**src/rtl/instr_fetch_if.sv**
```systemverilog
// Fetch-unit bus bundle: instruction-memory request/response channel plus decoder hand-off.
// master = fetch unit, slave = memory/decoder side.
interface instr_fetch_if;
    logic        imem_req_valid;
    logic        imem_req_ready;
    logic [31:0] imem_addr;
    logic        imem_resp_valid;
    logic [31:0] imem_resp_data;
    logic        instr_valid;
    logic        instr_ready;
    logic [31:0] instr_out;
    logic [31:0] instr_pc;

    modport master (
        output imem_req_valid, imem_addr, instr_valid, instr_out, instr_pc,
        input  imem_req_ready, imem_resp_valid, imem_resp_data, instr_ready
    );

    modport slave (
        input  imem_req_valid, imem_addr, instr_valid, instr_out, instr_pc,
        output imem_req_ready, imem_resp_valid, imem_resp_data, instr_ready
    );
endinterface

```
**src/rtl/instr_fetch.sv**
```systemverilog
// Single-outstanding instruction fetch unit: issues word-aligned fetches, holds one
// instruction for the decoder, and discards in-flight data across redirects.
module instr_fetch #(
    parameter logic [31:0] RESET_PC = 32'h0000_0000
) (
    input  logic        clk,
    input  logic        rst_n,
    input  logic        stall,
    input  logic        redirect_valid,
    input  logic [31:0] redirect_pc,
    output logic [31:0] fetch_count,
    instr_fetch_if.master bus
);

    localparam logic [31:0] START_PC = {RESET_PC[31:2], 2'b00};

    typedef enum logic [1:0] {REQ, WAIT, HOLD, FLUSH} state_t;

    state_t      state;
    logic [31:0] pc;
    logic [31:0] target;
    logic [31:0] instr_word;
    logic [31:0] instr_addr;
    logic        handoff;
    logic        unused_pc_bits;

    always_comb begin
        target         = {redirect_pc[31:2], 2'b00};
        unused_pc_bits = ^redirect_pc[1:0];
        // rst_n gating keeps the request low while reset holds the FSM in REQ
        bus.imem_req_valid = rst_n && (state == REQ);
        bus.imem_addr      = pc;
        bus.instr_valid    = (state == HOLD) && !stall && !redirect_valid;
        bus.instr_out      = instr_word;
        bus.instr_pc       = instr_addr;
        handoff            = bus.instr_valid && bus.instr_ready;
    end

    always_ff @(posedge clk or negedge rst_n) begin
        if (!rst_n) begin
            state       <= REQ;
            pc          <= START_PC;
            instr_word  <= '0;
            instr_addr  <= '0;
            fetch_count <= '0;
        end else begin
            case (state)
                REQ: begin
                    if (redirect_valid) begin
                        pc <= target;
                        // request for the old pc was still accepted; its data must be thrown away
                        if (bus.imem_req_ready) state <= FLUSH;
                    end else if (bus.imem_req_ready) begin
                        state <= WAIT;
                    end
                end
                WAIT: begin
                    if (redirect_valid) begin
                        pc    <= target;
                        state <= bus.imem_resp_valid ? REQ : FLUSH;
                    end else if (bus.imem_resp_valid) begin
                        instr_word <= bus.imem_resp_data;
                        instr_addr <= pc;
                        pc         <= pc + 32'd4;
                        state      <= HOLD;
                    end
                end
                HOLD: begin
                    if (redirect_valid) begin
                        pc    <= target;
                        state <= REQ;
                    end else if (handoff) begin
                        fetch_count <= fetch_count + 32'd1;
                        state       <= REQ;
                    end
                end
                FLUSH: begin
                    if (redirect_valid) pc <= target;
                    if (bus.imem_resp_valid) state <= REQ;
                end
                default: state <= REQ;
            endcase
        end
    end

endmodule

```
**src/flat_wrapper.sv**
```systemverilog
// flat-port wrapper written by rule: the top's interface ports become plain ports
module instr_fetch_flat 
#(
    parameter logic [31:0] RESET_PC = 32'h0000_0000
)
  (clk, rst_n, stall, redirect_valid, redirect_pc, fetch_count, bus_imem_req_valid, bus_imem_addr, bus_instr_valid, bus_instr_out, bus_instr_pc, bus_imem_req_ready, bus_imem_resp_valid, bus_imem_resp_data, bus_instr_ready);
  instr_fetch_if bus_i ();
  input  logic clk;
  input  logic rst_n;
  input  logic stall;
  input  logic redirect_valid;
  input  logic [31:0] redirect_pc;
  output logic [31:0] fetch_count;
  output wire logic [$bits(bus_i.imem_req_valid)-1:0] bus_imem_req_valid;
  output wire logic [$bits(bus_i.imem_addr)-1:0] bus_imem_addr;
  output wire logic [$bits(bus_i.instr_valid)-1:0] bus_instr_valid;
  output wire logic [$bits(bus_i.instr_out)-1:0] bus_instr_out;
  output wire logic [$bits(bus_i.instr_pc)-1:0] bus_instr_pc;
  input wire logic [$bits(bus_i.imem_req_ready)-1:0] bus_imem_req_ready;
  input wire logic [$bits(bus_i.imem_resp_valid)-1:0] bus_imem_resp_valid;
  input wire logic [$bits(bus_i.imem_resp_data)-1:0] bus_imem_resp_data;
  input wire logic [$bits(bus_i.instr_ready)-1:0] bus_instr_ready;
  assign bus_imem_req_valid = bus_i.imem_req_valid;
  assign bus_imem_addr = bus_i.imem_addr;
  assign bus_instr_valid = bus_i.instr_valid;
  assign bus_instr_out = bus_i.instr_out;
  assign bus_instr_pc = bus_i.instr_pc;
  assign bus_i.imem_req_ready = bus_imem_req_ready;
  assign bus_i.imem_resp_valid = bus_imem_resp_valid;
  assign bus_i.imem_resp_data = bus_imem_resp_data;
  assign bus_i.instr_ready = bus_instr_ready;
  instr_fetch #(.RESET_PC(RESET_PC)) u_core (.clk(clk), .rst_n(rst_n), .stall(stall), .redirect_valid(redirect_valid), .redirect_pc(redirect_pc), .fetch_count(fetch_count), .bus(bus_i));
endmodule
```
**config.mk**
```make
export PLATFORM = sky130hd
export DESIGN_NAME = instr_fetch_flat
export DESIGN_NICKNAME = d
export VERILOG_FILES = /design/src/rtl/instr_fetch_if.sv /design/src/rtl/instr_fetch.sv /design/src/flat_wrapper.sv
export SDC_FILE = /design/constraint.sdc
export NUM_CORES = 1
export LEC_CHECK = 0
export BUFFER_PORTS_ARGS = -buffer_cell sky130_fd_sc_hd__buf_4
export CAP_MARGIN = 20
export CORE_ASPECT_RATIO = 1.25
export CORE_MARGIN = 1
export CORE_UTILIZATION = 45
export DETAILED_ROUTE_END_ITERATION = 16
export GPL_TIMING_DRIVEN = 1
export PLACE_DENSITY = 0.76
export SLEW_MARGIN = 20
export SYNTH_ARGS = -nofsm -noshare
export SYNTH_HDL_FRONTEND = slang
export SYNTH_SLANG_ARGS = --single-unit
```
**constraint.sdc**
```tcl
create_clock -name clk -period 1.9 [get_ports clk]
set_input_delay 0.285 -clock clk [delete_from_list [all_inputs] [get_ports clk]]
set_output_delay 0.285 -clock clk [all_outputs]
set_load 0.005 [all_outputs]
```
==> results.sh, run 1 <==
export IMPL_final_nets=778
export IMPL_fin_skew_ps=7.82
export IMPL_clkTransAtPathRegs_ps=60
export IMPL_synth_area_leaders="dfrtp_1 56%, mux2_2 13%, xnor2_1 4.9%"
export IMPL_ant_nets=0
export IMPL_drive_above_1_share=0.485
export IMPL_clock_latency_ps=400
export IMPL_place_congestion=0.802
export IMPL_die_w_um=102
export IMPL_synth_seq_cells=126
export IMPL_synth_avg_cell_area_um2=11.8
export IMPL_portBuffers=194
export IMPL_first_pass_iters=4
export IMPL_yosysWarnings=0
export IMPL_grt_pass1_vias=4459
export IMPL_synth_top_cell_area_share=0.565
export IMPL_seq_area_frac_synth=0.565
export IMPL_netlist_area_mm2=0.00558
export IMPL_hold_class="input port to async pin"
export IMPL_synth_area_leader_cell="dfrtp_1"
export IMPL_synthToLayoutAreaGrowth_pct=46.5
export IMPL_rsz0062_at_grt="true"
export IMPL_p_leak_nw=3.87
export IMPL_slew_viol_final=0
export IMPL_crit_path_start_kind="flip-flop"
export IMPL_grtUsageTotal=0.220
export IMPL_wl_per_cell_um=15.8
export IMPL_cts_root_buffer="clkbuf_16"
export IMPL_reg2regPathDepth=6
export IMPL_tightestPinTransition_ps=666
export IMPL_grt_overflow=0
export IMPL_r2r_setup_slack_ps=60
export IMPL_cts_sinks=126
export IMPL_hpwl_mm=9.99
export IMPL_antennaDiodeCount=0
export IMPL_die_area_mm2=0.0129
export IMPL_critPathRequiredTime_ps=1620
export IMPL_p_per_area_mw_per_mm2=1250
export IMPL_grt_pass1_wl_mm=21.9
export IMPL_cts_tree="done"
export IMPL_tns_ps=0
export IMPL_cp_startpoint="u_core.state[0]$_DFFE_PN0P_"
export IMPL_yosysUniqueCellTypes=36
export IMPL_antenna_found_initial=0
export IMPL_ios=201
export IMPL_maxSlewHeadroom=0.556
export IMPL_fin_crit_ps=1850
export IMPL_maxCapViolCount=0
export IMPL_htree_levels=4
export IMPL_clock_path_buffers=2
export IMPL_status="completed"
export IMPL_hold_viol_final=0
export IMPL_period_share=0.975
export IMPL_cts_buffers=17
export IMPL_rows=45
export IMPL_final_core_util=0.676
export IMPL_peakVddDrop_v=0.000587
export IMPL_r2r_end="u_core.bus.instr_out[10]$_DFFE_PN0P_"
export IMPL_max_freq_mhz=540
export IMPL_core_area_mm2=0.0121
export IMPL_critPathArrivalTime_ps=1570
export IMPL_avgViaCountPerCell=5.11
export IMPL_start_util=0.461
export IMPL_instances_no_fill=882
export IMPL_syn_inst=472
export IMPL_grt_max_degree=127
export IMPL_endpoint="bus_instr_valid"
export IMPL_drt_wl_total_mm=13.9
export IMPL_postCtsHoldBufs=0
export IMPL_worstSetupPathType="flip-flop to primary output"
export IMPL_drc=0
export IMPL_r2r_start="u_core.state[0]$_DFFE_PN0P_"
export IMPL_cp_end_kind="primary output"
export IMPL_crit_fanout=4
export IMPL_initialDrtViolationCount=147
export IMPL_setup_viol=0
export IMPL_vias=4510
export IMPL_die_h_um=127
export IMPL_post_place_cells=847
==> cells in the final DEF (no fill, tap or decap), types with 11 or more instances in the layout <==
cell type	count
o21ai_0	25
dfrtp_1	126
nand3_1	16
and3_1	11
nor2_1	16
xnor2_1	30
xor2_1	26
mux2_2	65
nand4_1	26
buf_4	230
nand2_1	44
clkbuf_16	17
==> synth_stat cells <==
cell and count:
buf_4 5, and4_1 3, nor2_2 2, nand4_1 26, nand3_1 19, nand3b_1 3, a211oi_1 3, dfrtp_1 126
nor3_1 12, nor2b_1 2, or4b_4 1, inv_1 6, or3b_2 1, nor2_1 17, nand2_1 44, xor2_1 26
and3b_1 1, xnor2_1 31, nor4_1 4, ha_1 2, buf_2 7, a21o_1 1, a31oi_1 1, o22ai_1 1
conb_1 1, or2_4 1, a21oi_1 6, nor3b_1 1, mux2_2 65, and2_1 3, o21ai_0 26, and3_1 13
a311oi_1 2, buf_6 1, nor4_4 1, clkbuf_1 8
==> how the worst min path moves through the flow <==
stage | from | to | slack, ps | cells past startpoint
floorplan | rst_n | u_core.bus.imem_addr[10]$_DFFE_PN0P_ | -10 | 0
global placement | u_core.fetch_count[31]$_DFFE_PN0P_ | u_core.fetch_count[31]$_DFFE_PN0P_ | 460 | 1
detailed placement | rst_n | u_core.bus.instr_pc[14]$_DFFE_PN0P_ | 480 | 2
CTS | rst_n | u_core.bus.instr_pc[14]$_DFFE_PN0P_ | 50 | 2
global route | rst_n | u_core.bus.imem_addr[16]$_DFFE_PN0P_ | 70 | 2
finish | rst_n | u_core.bus.instr_pc[14]$_DFFE_PN0P_ | 4 | 2
==> routing by layer <==
layer | share of wire | vias to the layer above | track usage
met3 | 0.075 | 15 | 0.0490
met1 | 0.41 | 2185 | 0.275
met4 | 0.014 | 0 | 0.0835
met2 | 0.50 | 188 | 0.368
met5 | 0 | - | 0
li1 | - | 2122 | -
==> power breakdown <==
| part | switching, W | internal [W] | total (W) |
|---|---|---|---|
| logic | 0.00101 | 0.00180 | 0.00281 |
| clock network | 0.00118 | 0.00231 | 0.00349 |
| registers | 0.000470 | 0.00346 | 0.00393 |
| total | 0.00266 | 0.00757 | 0.0102 |
==> cells by family (layout without fill, tap and decap cells) <==
logic type | after synthesis | count (layout) | synth area share
AND/OR/NAND/NOR | 154 | 154 | 0.146
flip-flops | 126 | 126 | 0.565
multiplexers | 65 | 65 | 0.131
XOR/XNOR | 57 | 57 | 0.0894
AO/OA/AOI/OAI | 40 | 40 | 0.0394
buffers and inverters | 27 | 270 | 0.0244
adder cells (fa/ha/maj) | 2 | 2 | 0.00448
other | 1 | 4 | 0.000672
==> registers in the layout, indices dropped and copies added (netlist names) <==
| signal | count |
|---|---|
| u_core.state | 2 |
| u_core.bus.instr_pc | 30 |
| u_core.bus.instr_out | 32 |
| u_core.fetch_count | 32 |
| u_core.bus.imem_addr | 30 |
==> critical path: stages, from the launching register on <==
cell     delay (ps)
dfrtp_1         370
or4b_4          590
inv_4            90
buf_4           100
==> what timing repair did <==
item	CTS	global route
resized for setup	4	14
pin swaps	0	7
buffers inserted	0	3
endpoints found under the setup margin	7	24
==> cell type report <==
class / count / area (um^2)
inverters: 6 / 25.0
fillers: 928 / 3920
flip-flops and latches: 126 / 3150
clock inverters: 12 / 181
multi-input cells: 322 / 2380
clock buffers: 20 / 467
well taps: 164 / 205
repair buffers: 232 / 1770
==> metrics by stage <==
step / power [W] / instance area [um^2] / setup slack [ps] / hold slack (ps)
2_1_floorplan: 0.00508 / 5600 / 13.7 / -10.6
3_3_place_gp: 0.00669 / 7440 / -41.0 / 465
3_5_place_dp: 0.00680 / 7440 / -58.5 / 480
4_1_cts: 0.0103 / 8100 / 11.5 / 53.4
5_1_grt: 0.0108 / 8180 / -39.4 / 70.5
6_report: 0.0102 / 8180 / 47.8 / 4.49
(Power assumes the default switching activity.)
==> run 2, diff against run 1 <==
--- a/config.mk
+++ b/config.mk
@@ -6,13 +6,12 @@
 export NUM_CORES = 1
 export LEC_CHECK = 0
 export BUFFER_PORTS_ARGS = -buffer_cell sky130_fd_sc_hd__buf_4
-export CAP_MARGIN = 20
 export CORE_ASPECT_RATIO = 1.25
 export CORE_MARGIN = 1
-export CORE_UTILIZATION = 45
+export CORE_UTILIZATION = 54
 export DETAILED_ROUTE_END_ITERATION = 16
 export GPL_TIMING_DRIVEN = 1
-export PLACE_DENSITY = 0.76
+export PLACE_DENSITY = 0.86
 export SLEW_MARGIN = 20
 export SYNTH_ARGS = -nofsm -noshare
 export SYNTH_HDL_FRONTEND = slang
==> constraint.sdc (replaced) <==
create_clock -name clk -period 2.3 [get_ports clk]
set_input_delay 0.345 -clock clk [delete_from_list [all_inputs] [get_ports clk]]
set_output_delay 0.345 -clock clk [all_outputs]
set_load 0.005 [all_outputs]
==> run 2 against run 1 <==
Net effect:
- clock-buffer cell count increased by 4
- flip-flop and latch count unchanged
- worst hold slack better by 150 ps
- clock power is 23% lower
- sequential power fell by 15%
- total power down 20%
- combinational power shrank 22%
- worst setup slack better by 180 ps
- critical path depth increased by 2
- clock skew hardly changed
- via count decreased by 1.2%
==> results.sh, run 2 (synthesis results as in run 1) <==
export IMPL_grt_overflow=0
export IMPL_hp_start="redirect_pc[22]"
export IMPL_ant_nets=0
export IMPL_whs_ps=156
export IMPL_critPathBufInv=0
export IMPL_final_cell_mix="207 x buf_4, 126 x dfrtp_1, 65 x mux2_2"
export IMPL_setup_ws_ps=229
export IMPL_p_leak_nw=3.72
export IMPL_vias=4458
export IMPL_drc=0
export IMPL_ctsResizeCount=0
export IMPL_period_share=0.901
export IMPL_cts_root_buffer="clkbuf_16"
export IMPL_maxCapViolCount=0
export IMPL_slew_viol_final=0
export IMPL_post_cts_repair_setup_buffers=0
export IMPL_met1_usage=0.310
export IMPL_grt_pass1_wl_mm=21.7
export IMPL_whs_path_depth=3
export IMPL_cp_startpoint="u_core.state[0]$_DFFE_PN0P_"
export IMPL_cp_end_kind="flip-flop"
export IMPL_tightestPinTransition_ps=728
export IMPL_layout_commonest_cell="buf_4"
export IMPL_antennaDiodeCount=0
export IMPL_synthToLayoutAreaGrowth_pct=40.3
export IMPL_cp_top_family="simple AND/OR/NAND/NOR gates"
export IMPL_drt_wl_total_mm=13.6
export IMPL_max_freq_mhz=483
export IMPL_initialDrtViolationCount=185
export IMPL_hpwl_mm=9.85
export IMPL_critPathRequiredTime_ps=2620
export IMPL_max_stage_delay_ps=600
export IMPL_fin_crit_ps=2070
export IMPL_busiest_layer="met2"
export IMPL_wl_per_cell_um=16.6
export IMPL_setup_viol=0
export IMPL_p_per_area_mw_per_mm2=1050
export IMPL_grt_met3_usage=0.0860
export IMPL_drive_above_1_share=0.443
export IMPL_cp_slowest_cell="or4b_4"
export IMPL_final_core_util=0.779
export IMPL_maxSlewHeadroom=0.515
export IMPL_clock_path_buffers=2
export IMPL_ios=201
export IMPL_crit_path_start_kind="flip-flop"
export IMPL_seq_area_mm2=0.00315
export IMPL_hold_class="input port to flip-flop"
export IMPL_avgViaCountPerCell=5.42
export IMPL_cts_sinks=126
export IMPL_clkTransAtPathRegs_ps=50
export IMPL_antenna_found_initial=0
export IMPL_grt_pass1_vias=4467
export IMPL_reg2regPathDepth=5
export IMPL_clock_latency_ps=400
export IMPL_fin_skew_ps=8.23
export IMPL_first_pass_iters=4
export IMPL_crit_fanout=10
export IMPL_cts_buffers=17
export IMPL_cts_tree="done"
export IMPL_start_util=0.555
export IMPL_grtUsageTotal=0.261
export IMPL_use_met2=0.438
export IMPL_htree_levels=4
export IMPL_rsz0062_at_grt="false"
export IMPL_nFillCells=642
export IMPL_critPathArrivalTime_ps=2390
export IMPL_tns_ps=0
export IMPL_place_congestion=0.841
export IMPL_cp_depth=5
export IMPL_r2r_start="u_core.state[0]$_DFFE_PN0P_"
export IMPL_final_nets=755
export IMPL_status="completed"
export IMPL_peakVddDrop_v=0.000747
export IMPL_die_w_um=93.0
export IMPL_path_cells="or4b_4 > nor2_2 > and3_1 > and3_1 > xor2_1"
export IMPL_portBuffers=194
export IMPL_rows=41
export IMPL_postCtsHoldBufs=1
export IMPL_cpMostUsedCell="and3_1"
export IMPL_grt_max_degree=60
export IMPL_core_area_mm2=0.0101
export IMPL_die_h_um=116
export IMPL_hold_viol_final=0
export IMPL_die_area_mm2=0.0108
export IMPL_place_ws_ps=231
export IMPL_worstSetupPathType="flip-flop to flip-flop"
export IMPL_multi_input_area_mm2=0.00231
## run 2: cell type report
class,instances,area share
timing repair buffer,209,0.202
clock inverter,6,0.0137
tap,129,0.0206
multi-input combinational,322,0.295
inverter,6,0.00287
sequential,126,0.402
clock buffer,24,0.0628
## run 2: per-stage QoR
stage	total power, W	cells	area (um^2)
6_report	0.00819	822	7830
5_1_grt	0.00859	822	7830
4_1_cts	0.00827	822	7830
3_5_place_dp	0.00557	791	7220
3_3_place_gp	0.00544	791	7220
2_1_floorplan	0.00419	475	5600
## run 2: worst paths after layout
kind / endpoint / slack (ps)
worst min-delay path: u_core.bus.imem_addr[22]$_DFFE_PN0P_ / 160
min in group asynchronous: u_core.bus.instr_out[20]$_DFFE_PN0P_ / 350
worst max-delay path: u_core.fetch_count[24]$_DFFE_PN0P_ / 230
worst min register to register: u_core.fetch_count[31]$_DFFE_PN0P_ / 470
max in group asynchronous: u_core.bus.imem_addr[31]$_DFFE_PN0P_ / 970
worst max register to register: u_core.fetch_count[24]$_DFFE_PN0P_ / 230
## run 2: worst min-delay path: cells and delay by family
| kind | cells | cell delay, ps |
|---|---|---|
| and+or+nand+nor | 1 | 40 |
| AOI/OAI and AO/OA | 1 | 50 |
| buffers and inverters | 1 | 80 |
## run 2: power by group
| group | leakage, nW | internal, W | switching, W |
|---|---|---|---|
| Sequential | 1.57 | 0.00286 | 0.000466 |
| Combinational | 1.86 | 0.00142 | 0.000767 |
| Clock | 0.292 | 0.00180 | 0.000869 |
| Total | 3.72 | 0.00609 | 0.00210 |
## run 2: layer usage
metal | vias to the layer above | share of wire
met1 | 2183 | 0.39
met2 | 178 | 0.52
met4 | 0 | 0.022
met3 | 26 | 0.071
li1 | 2071 | -
met5 | - | 0
